[src/rtl/irq_controller.sv]
// Peripheral interrupt collector for the COP0 external-interrupt input: synchronises N lines,
// latches rising edges as pending bits, and hands one masked, priority-resolved request to COP0.
module irq_controller #(
    parameter int N_IRQ = 8,
    parameter int ID_W  = 3
) (
    input  logic             i_clk,
    input  logic             i_rst_n,
    input  logic [N_IRQ-1:0] i_irq,
    input  logic             i_ack,
    input  logic             i_eret,
    input  logic             i_mask_we,
    input  logic [N_IRQ-1:0] i_mask_data,
    input  logic             i_overrun_clr,
    output logic             o_irq,
    output logic [ID_W-1:0]  o_irq_id,
    output logic [ID_W-1:0]  o_active_id,
    output logic             o_in_service,
    output logic [N_IRQ-1:0] o_pending,
    output logic [N_IRQ-1:0] o_mask,
    output logic [N_IRQ-1:0] o_overrun
);

    localparam logic [1:0] ST_IDLE    = 2'd0;
    localparam logic [1:0] ST_REQ     = 2'd1;
    localparam logic [1:0] ST_SERVICE = 2'd2;

    logic [1:0]       state_q, state_d;
    logic [N_IRQ-1:0] sync1_q, sync2_q, prev_q;
    logic [N_IRQ-1:0] pending_q, pending_d;
    logic [N_IRQ-1:0] mask_q, mask_d;
    logic [N_IRQ-1:0] overrun_q, overrun_d;
    logic [ID_W-1:0]  irq_id_q, irq_id_d;
    logic [ID_W-1:0]  active_id_q, active_id_d;

    logic [N_IRQ-1:0] edge_vec;
    logic [N_IRQ-1:0] enabled;
    logic [N_IRQ-1:0] claim_vec;
    logic [ID_W-1:0]  winner;
    logic             claim;

    // prev_q resets to 0, so a line already high at reset release yields one edge.
    assign edge_vec = sync2_q & ~prev_q;
    assign enabled  = pending_q & mask_q;
    assign claim    = (state_q == ST_REQ) && i_ack;

    // Claim decodes the id COP0 actually saw (the registered one), not this cycle's winner.
    generate
        for (genvar gi = 0; gi < N_IRQ; gi++) begin : g_claim
            assign claim_vec[gi] = claim && (irq_id_q == ID_W'(gi));
        end
    endgenerate

    always_comb begin
        winner = '0;
        for (int k = N_IRQ - 1; k >= 0; k--) begin
            if (enabled[k]) begin
                winner = ID_W'(k);
            end
        end
    end

    always_comb begin
        pending_d = (pending_q & ~claim_vec) | edge_vec;
        overrun_d = (i_overrun_clr ? '0 : overrun_q) | (edge_vec & pending_q & ~claim_vec);
        mask_d    = i_mask_we ? i_mask_data : mask_q;
    end

    always_comb begin
        state_d     = state_q;
        irq_id_d    = irq_id_q;
        active_id_d = active_id_q;
        case (state_q)
            ST_IDLE: begin
                if (enabled != '0) begin
                    state_d  = ST_REQ;
                    irq_id_d = winner;
                end
            end
            ST_REQ: begin
                if (i_ack) begin
                    state_d     = ST_SERVICE;
                    active_id_d = irq_id_q;
                end else if (enabled == '0) begin
                    state_d = ST_IDLE;
                end else begin
                    irq_id_d = winner;
                end
            end
            ST_SERVICE: begin
                if (i_eret) begin
                    state_d = ST_IDLE;
                end
            end
            default: state_d = ST_IDLE;
        endcase
    end

    always_ff @(posedge i_clk) begin
        if (!i_rst_n) begin
            state_q     <= ST_IDLE;
            sync1_q     <= '0;
            sync2_q     <= '0;
            prev_q      <= '0;
            pending_q   <= '0;
            mask_q      <= '0;
            overrun_q   <= '0;
            irq_id_q    <= '0;
            active_id_q <= '0;
        end else begin
            state_q     <= state_d;
            sync1_q     <= i_irq;
            sync2_q     <= sync1_q;
            prev_q      <= sync2_q;
            pending_q   <= pending_d;
            mask_q      <= mask_d;
            overrun_q   <= overrun_d;
            irq_id_q    <= irq_id_d;
            active_id_q <= active_id_d;
        end
    end

    assign o_irq        = (state_q == ST_REQ);
    assign o_in_service = (state_q == ST_SERVICE);
    assign o_irq_id     = irq_id_q;
    assign o_active_id  = active_id_q;
    assign o_pending    = pending_q;
    assign o_mask       = mask_q;
    assign o_overrun    = overrun_q;

endmodule
[config.mk]
export PLATFORM = sky130hd
export DESIGN_NAME = irq_controller
export DESIGN_NICKNAME = d
export VERILOG_FILES = /design/src/rtl/irq_controller.sv
export SDC_FILE = /design/constraint.sdc
export NUM_CORES = 1
export LEC_CHECK = 0
export ABC_CLOCK_PERIOD_IN_PS = 1450
export BUFFER_PORTS_ARGS = -buffer_cell sky130_fd_sc_hd__buf_4
export CAP_MARGIN = 20
export CORE_MARGIN = 2
export CORE_UTILIZATION = 48
export CTS_BUF_LIST = sky130_fd_sc_hd__clkbuf_4
export CTS_CLUSTER_DIAMETER = 120
export CTS_CLUSTER_SIZE = 8
export DETAILED_ROUTE_END_ITERATION = 10
export PLACE_DENSITY = 0.88
export SYNTH_ARGS = -nofsm -noshare
export SYNTH_HDL_FRONTEND = slang
export SYNTH_SLANG_ARGS = --single-unit
[constraint.sdc]
create_clock -name i_clk -period 1.45 [get_ports i_clk]
set_clock_uncertainty 0.15 [all_clocks]
set_input_delay 0.3625 -clock i_clk [delete_from_list [all_inputs] [get_ports i_clk]]
set_output_delay 0.3625 -clock i_clk [all_outputs]
set_load 0.01 [all_outputs]
==> run summary, run 1 <==
Initial drt markers: 91
Hold Path Class: in -> reg
RD Place Congestion: 0.894
H-Tree Depth: 2
Dpl hpwl: 3210 um
IO Pins: 54
Crit end category: output pin
Maximum clock rate: 611 MHz
Worst slew pin tran: 0.392 ns
Core area: 3940 um^2
DIE HEIGHT: 67.8 um
Final setup fails: 23
PortBufs: 53
Final worst slack: -0.187 ns
Lkg Pwr: 1.30 nW
Max Root-Sink Buffers: 2
Sequential area share after synthesis: 57.4%
Post-Synth Adder-Cell Area: 0%
Initial Utilization: 49.5%
Combinational family with the most area after synthesis: simple AND/OR/NAND/NOR gates
Share of cells above drive strength 1: 48.1%
Post-synthesis xor/xnor area fraction: 0%
R2R depth: 4
Power per Cell Area: 923 nW/um^2
Syn-to-layout area delta: 49.7%
Post-synth EDFFs: 0
First-pass GRT wire length: 7540 um
R2R Setup Slk: -0.17 ns
First-pass DRT Iterations: 4
CTS root buffer: clkbuf_4
Multiplexer area fraction after synthesis: 5.13%
Synth Instances: 184
Cell row count: 23
DR WL/cell: 16.7 um
Slew Viols, Final: 0
Distinct cell type count of the synthesized netlist: 27
Final worst path period share: 113%
Final hold vios: 0
# diodes: 0
Minimum clock period: 1.64 ns
Die width: 67.8 um
Vias: 1689
Crit path DAT: 1.12 ns
ANT nets after route: 0
Largest net degree at the start of global routing: 30
Pwr Total: 2.70 mW
Fraction of the mapped netlist area in simple logic gates: 21.9%
CTS buffer count: 5
Final Util: 74.1%
Max cap viols: 0
Clk Latency, worst-skew pair: 0.37 ns
TritonCTS clock tree: yes
CP Launch Type: flip-flop
Clock transition at path regs: 0.14 ns
Slew HR: 73.8%
CTS Sinks: 56
Vias in the first global route: 1667
NumNets Final: 292
Critical path data required time: 0.94 ns
Placed Instance Area: 2550 um^2
DRC: 0
Die Footprint: 4590 um^2
Total global-route track usage: 22.6%
Status: finished with violations
Routed vias/inst: 5.28
Fin area: 2920 um^2
Flops & latches, synth: 56
Main synth FF type: dfxtp_1
Synth warn: 0
Syn Area/Cell: 10.6 um^2
Worst-path fanout max: 4
Cell Area, Synth: 1950 um^2
Syn nets: 206
Worst Hold Depth: 2
WL final: 5350 um
Ys async rst share: 0%
Failing checks: setup timing
Peak supply drop: 0.000767 V
Unrepaired setup endpoints after global routing: yes
Total grt overflow: 0
Critical path type: reg -> out
Post-synthesis compound-gate area fraction: 13.8%
Initial antenna violation count: 0
[registers in the layout, indices dropped and copies added (netlist names)]
name	flops
o_active_id	3
o_irq_id	3
o_mask	8
o_overrun	8
o_pending	8
prev_q	8
state_q	2
sync1_q	8
sync2_q	8
[Yosys cell counts (4+ instances only)]
master    instances  area (um^2)
mux2i_1          10          100
and2_1           24          150
nor2_1           11         41.3
dfxtp_1          56         1120
a22o_1            4         35.0
nand2_1           8         30.0
o21ai_0           6         30.0
nand3b_1          8         60.1
clkbuf_1          7         26.3
o31ai_1          10         75.1
a21oi_1          10         50.1
nand2b_1         11         68.8
[cell families after synthesis]
family / after synthesis
buf+inv: 9
flops: 56
compound gates: 39
simple gates: 70
mux: 10
[per-layer routing]
| layer | share of wire (%) | track usage [%] | up-vias |
|---|---|---|---|
| li1 | - | - | 816 |
| met1 | 38 | 25.4 | 785 |
| met2 | 53 | 39.8 | 68 |
| met3 | 5.3 | 7.00 | 20 |
| met4 | 3.7 | 8.75 | 0 |
| met5 | 0 | 0 | - |
[timing repair]
action                                  CTS  global route
gates resized for setup                  62            15
hold buffers                              0             0
pin swaps                                 1             3
endpoints found under the setup margin   36            41
buffers inserted                         10             5
[cells in the final DEF (no fill, tap or decap), types with 2 or more instances in the layout]
master and n:
a31oi_1 2, buf_4 55, nand2b_1 11, o21ai_2 6
nand2_1 8, a21oi_1 10, dfxtp_1 34, o221a_1 2
clkbuf_4 5, o31ai_1 8, and2_1 24, nand3b_1 8
dfxtp_2 17, nor2_1 11, buf_6 31, mux2i_1 10
dfxtp_4 5, a32o_1 2, a22o_1 3, clkinv_1 2
[per-stage QoR]
step	setup WS [ns]	setup TNS, ns	hold slack [ns]	cells
global route	-0.227	-2.46	0.0327	320
detailed placement	-0.111	-0.829	0.265	299
floorplan	-0.0294	-0.0294	0.256	184
CTS	-0.175	-0.493	0.0381	316
finish	-0.187	-1.32	0.0507	320
global placement	-0.0352	-0.118	0.259	299
[report_power, final]
group	switching, mW	total (mW)	internal [mW]
Combinational	0.197	0.446	0.249
Clock	0.433	0.603	0.171
Sequential	0.0439	1.65	1.60
Total	0.674	2.70	2.02
[worst max-delay path: stages, from the launching register on]
cell and delay [ns]:
dfxtp_4 0.40, nor2b_4 0.17, buf_6 0.10, buf_6 0.09
[final timing paths]
check                                from                      end
hold / removal                   i_irq[3]    sync1_q[3]$_SDFF_PN0_
setup / recovery  state_q[0]$_SDFFE_PN0P_                    o_irq
hold reg to reg     sync1_q[4]$_SDFF_PN0_    sync2_q[4]$_SDFF_PN0_
setup reg to reg  state_q[0]$_SDFFE_PN0P_  o_overrun[1]$_SDFF_PN0_
[layout make-up]
type,instances,area [um^2]
clock buffers,5,37.5
clock inverters,2,7.51
fillers,253,1020
inverters,1,3.75
multi-input cells,119,868
flip-flops and latches,56,1160
well taps,50,62.6
repair buffers,87,782
(Power assumes the default switching activity.)
==> inputs of run 2 (changes only) <==
- GPL_TIMING_DRIVEN: not set -> 0
==> run summary, run 2 (same netlist as run 1, synthesis figures left out) <==
Status: finished with violations
Failing checks: setup timing
Routed vias/inst: 5.39
Worst Hold Launch: i_irq[5]
Vias: 1656
Clock transition at path regs: 0.16 ns
CP Launch Type: flip-flop
Die width: 67.8 um
Worst-path fanout max: 5
CTS buffer count: 5
Int Pwr: 2.14 mW
CTS Sinks: 56
Cell row count: 23
R2r endpoint: o_irq_id[1]$_SDFFE_PN0P_
Fin area: 2760 um^2
Final Non-Filler Cells: 307
Crit path DAT: 1.71 ns
Pwr Total: 2.82 mW
First-pass DRT Iterations: 4
R2R Setup Slk: -0.13 ns
Commonest cells after routing, fill and taps aside: buf_4 (56), dfxtp_1 (35), and2_1 (24)
Clock share of power: 29.2%
ANT nets after route: 0
TritonCTS clock tree: yes
Switching Power: 680 uW
Max cap viols: 0
Critical path type: reg -> reg
H-Tree Depth: 2
Dpl hpwl: 3050 um
Worst Hold Depth: 2
Slew HR: 61.8%
Cts-stage hold buffer count: 0
Die Footprint: 4590 um^2
Commonest non-fill, non-tap cell in the layout: buf_4
Comb pwr share: 12.5%
Power per Cell Area: 1020 nW/um^2
Total grt overflow: 0
Crit end category: flip-flop
WL final: 4720 um
Initial antenna violation count: 0
DR WL/cell: 15.4 um
Final worst path period share: 109%
Vias in the first global route: 1539
Final worst slack: -0.125 ns
Syn-to-layout area delta: 41.5%
NumNets Final: 278
R2R depth: 4
Final setup fails: 9
Final hold vios: 0
FF+latch area: 1180 um^2
Share of cells above drive strength 1: 42.8%
PortBufs: 51
Critical path data required time: 1.58 ns
# diodes: 0
Peak supply drop: 0.000820 V
Dpl cells: 285
Lkg Pwr: 1.18 nW
Seq pwr share: 58.4%
Largest net degree at the start of global routing: 18
Initial drt markers: 105
IO Pins: 54
RD Place Congestion: 0.916
Clk Latency, worst-skew pair: 0.37 ns
Minimum clock period: 1.58 ns
Hold Path Sink: sync1_q[5]$_SDFF_PN0_
Hold Path Class: in -> reg
CTS root buffer: clkbuf_4
Initial Utilization: 49.5%
DRC: 0
Core area: 3940 um^2
Unrepaired setup endpoints after global routing: yes
DIE HEIGHT: 67.8 um
Placed Instance Area: 2400 um^2
Slew Viols, Final: 0
R2r startpoint: o_mask[3]$_SDFFE_PN0P_
Max Root-Sink Buffers: 2
Maximum clock rate: 635 MHz
Fill cells: 284
Sw Share: 24.1%
Worst slew pin tran: 0.573 ns
Footprint of the multi-input gates: 882 um^2
Total global-route track usage: 20.4%
First-pass GRT wire length: 6960 um
[run 2: cell count changes in the layout (fill, tap and decap cells not counted), moves of 2 or more]
cell      change
buf_6        -22
clkbuf_1      +7
clkinv_1      -2
dfxtp_2       -9
dfxtp_4       +8
o21ai_1       +2
o21ai_2       -2
[run 2: cell type report]
type,count,area share (%)
Inverter,1,0.136
Buffer,8,1.13
Timing Repair Buffer,65,18.9
Sequential cell,56,42.7
Multi-Input combinational cell,119,31.9
Clock inverter,3,1.54
Tap cell,50,2.27
Clock buffer,5,1.36
[run 2: worst max-delay path by stage]
stage	startpoint	endpoint	slack, ns	cells past startpoint
after global routing	state_q[0]$_SDFFE_PN0P_	o_irq	-0.15	2
after detailed placement	i_rst_n	o_mask[0]$_SDFFE_PN0P_	-0.23	5
after CTS	state_q[1]$_SDFFE_PN0P_	o_in_service	-0.10	2
after floorplan	o_mask[1]$_SDFFE_PN0P_	o_irq_id[1]$_SDFFE_PN0P_	-0.03	4
after global placement	i_rst_n	o_mask[6]$_SDFFE_PN0P_	-0.18	5
final	o_mask[3]$_SDFFE_PN0P_	o_irq_id[1]$_SDFFE_PN0P_	-0.13	4
[run 2: critical path, stage by stage, from the launching register on]
cell and delay (ns):
dfxtp_4 0.40, a22o_4 0.26, nor4_4 0.36, nor2_2 0.08, o221a_1 0.24
[run 2: per-stage QoR]
| step | util, % | setup TNS, ns | setup slack (ns) | hold slack, ns |
|---|---|---|---|---|
| after floorplan | - | -0.0294 | -0.0294 | 0.256 |
| after global placement | 60.9 | -3.12 | -0.181 | 0.261 |
| after detailed placement | 60.9 | -3.89 | -0.231 | 0.268 |
| after CTS | 66.6 | -0.399 | -0.104 | 0.0285 |
| after global routing | 70.0 | -0.926 | -0.150 | 0.0194 |
| final | 70.0 | -0.621 | -0.125 | 0.0416 |
[run 2: what timing repair did]
item / in CTS / in global routing
gates resized for setup: 38 / 25
setup endpoints to repair: 32 / 34
pin swaps: 4 / 5
buffers inserted: 7 / 7
[run 2: power groups by stage]
stage               registers [mW]  logic (mW)  clock network [mW]
floorplan                     1.69       0.128                   0
global placement              1.69       0.258                   0
detailed placement            1.69       0.267                   0
CTS                           1.65       0.321               0.835
global route                  1.66       0.380               0.909
finish                        1.65       0.351               0.823
[run 2: per-layer routing]
| layer | track usage, % | wire length (um) |
|---|---|---|
| met5 | 0 | 0 |
| met4 | 7.25 | 88 |
| met3 | 6.17 | 309 |
| met2 | 37.1 | 2560 |
| met1 | 22.2 | 1760 |
==> inputs of run 3 (changes only) <==
- REMOVE_ABC_BUFFERS: not set -> 1
==> run summary, run 3 (same netlist as run 1, synthesis figures left out) <==
Slowest-stage cell, CP: dfxtp_4
Crit path max-delay family: simple AND/OR/NAND/NOR gates
Placed Instance Area: 2380 um^2
DR WL/cell: 14.9 um
Cell row count: 23
CP Launch Type: flip-flop
Fin area: 2700 um^2
Initial drt markers: 87
Vias in the first global route: 1356
CTS Sinks: 56
Hold Path Class: in -> reg
Clk Latency, worst-skew pair: 0.37 ns
Power per Cell Area: 1040 nW/um^2
RD Place Congestion: 0.875
Critical path type: reg -> reg
Peak supply drop: 0.000837 V
M1 WL: 1800 um
First-pass DRT Iterations: 4
Dpl hpwl: 2680 um
Total grt overflow: 0
Max Root-Sink Buffers: 2
Dpl cells: 279
Critical path data required time: 1.56 ns
Maximum clock rate: 634 MHz
Final Util: 68.5%
TritonCTS clock tree: yes
Hold_ws: 0.0332 ns
Pwr Total: 2.81 mW
Max cap viols: 0
Die width: 67.8 um
Slew Viols, Final: 0
ANT nets after route: 0
Initial Utilization: 49.5%
Crit end category: flip-flop
Clock transition at path regs: 0.15 ns
DRC: 0
Total global-route track usage: 17.4%
Final hold vios: 0
Met2 routed WL: 2160 um
CTS root buffer: clkbuf_4
Vias: 1564
Fill cells: 281
PortBufs: 53
Buf/Inv on CP: 1
Top Layer Used: met4
NumNets Final: 267
Footprint of the multi-input gates: 897 um^2
Crit path cell chain: buf_4 -> nand3b_4 -> or2_4 -> o31ai_4 -> a21oi_1
Largest net degree at the start of global routing: 38
H-Tree Depth: 2
# diodes: 0
Final worst slack: -0.126 ns
Final Non-Filler Cells: 296
Worst slew pin tran: 0.350 ns
Status: finished with violations
Wire length on met3: 366 um
CTS buffer count: 5
Final worst path period share: 109%
Crit-path max cell delay: 0.40 ns
Worst-path fanout max: 5
Lkg Pwr: 1.15 nW
Die Footprint: 4590 um^2
Unrepaired setup endpoints after global routing: yes
Slew HR: 76.6%
Share of cells above drive strength 1: 44.7%
Syn-to-layout area delta: 38.3%
FF+latch area: 1170 um^2
Commonest non-fill, non-tap cell in the layout: buf_4
Initial antenna violation count: 0
WL final: 4420 um
Minimum clock period: 1.58 ns
Commonest cells after routing, fill and taps aside: buf_4 (57), dfxtp_1 (35), and2_1 (24)
Core area: 3940 um^2
Routed vias/inst: 5.28
IO Pins: 54
Final setup fails: 9
Crit path DAT: 1.68 ns
Failing checks: setup timing
DIE HEIGHT: 67.8 um
First-pass GRT wire length: 5970 um
-- run 3: cell count changes in the layout (fill, tap and decap cells not counted), moves of 2 or more --
cell / change
clkbuf_1: -7
buf_6: -5
dfxtp_2: +3
dfxtp_4: -3
o31ai_2: +3
clkinvlp_4: +2
o21ai_2: -2
o21ai_4: +2
o31ai_1: -2
-- run 3: where the power goes --
group / internal [mW] / switching [mW]
logic: 0.173 / 0.155
clock network: 0.360 / 0.469
registers: 1.60 / 0.0535
total: 2.13 / 0.678
-- run 3: final timing paths --
kind,startpoint,endpoint,slack [ns],cells past startpoint
setup / recovery,state_q[0]$_SDFFE_PN0P_,o_pending[0]$_SDFF_PN0_,-0.13,5
hold / removal,i_irq[3],sync1_q[3]$_SDFF_PN0_,0.03,2
setup reg to reg,state_q[0]$_SDFFE_PN0P_,o_pending[0]$_SDFF_PN0_,-0.13,5
hold reg to reg,sync1_q[4]$_SDFF_PN0_,sync2_q[4]$_SDFF_PN0_,0.30,1
-- run 3: area by class of cell --
class	count	area share [%]
multi-input cells	119	33.2
clock buffers	5	1.39
repair inverters	1	0.278
flip-flops and latches	56	43.4
inverters	1	0.278
well taps	50	2.32
clock inverters	3	1.58
repair buffers	61	17.5
-- run 3: metal layers --
layer,GRT usage (%),vias up
met2,28.4,60
met5,0,-
li1,-,768
met3,6.67,11
met1,21.2,725
met4,5.25,0
-- run 3: repair_timing --
| action | in CTS | in global routing |
|---|---|---|
| cloned | 0 | 1 |
| pin swaps | 3 | 9 |
| endpoints found under the setup margin | 30 | 35 |
| buffers inserted | 2 | 6 |
| gates resized for setup | 33 | 30 |
| hold endpoints to repair | 0 | 0 |
| hold buffers | 0 | 0 |
-- run 3: per-stage QoR --
stage	setup WS [ns]	setup TNS (ns)
6_report	-0.126	-0.574
5_1_grt	-0.160	-1.45
4_1_cts	-0.116	-0.351
3_5_place_dp	-0.287	-6.04
3_3_place_gp	-0.242	-5.20
2_1_floorplan	-0.0677	-0.158
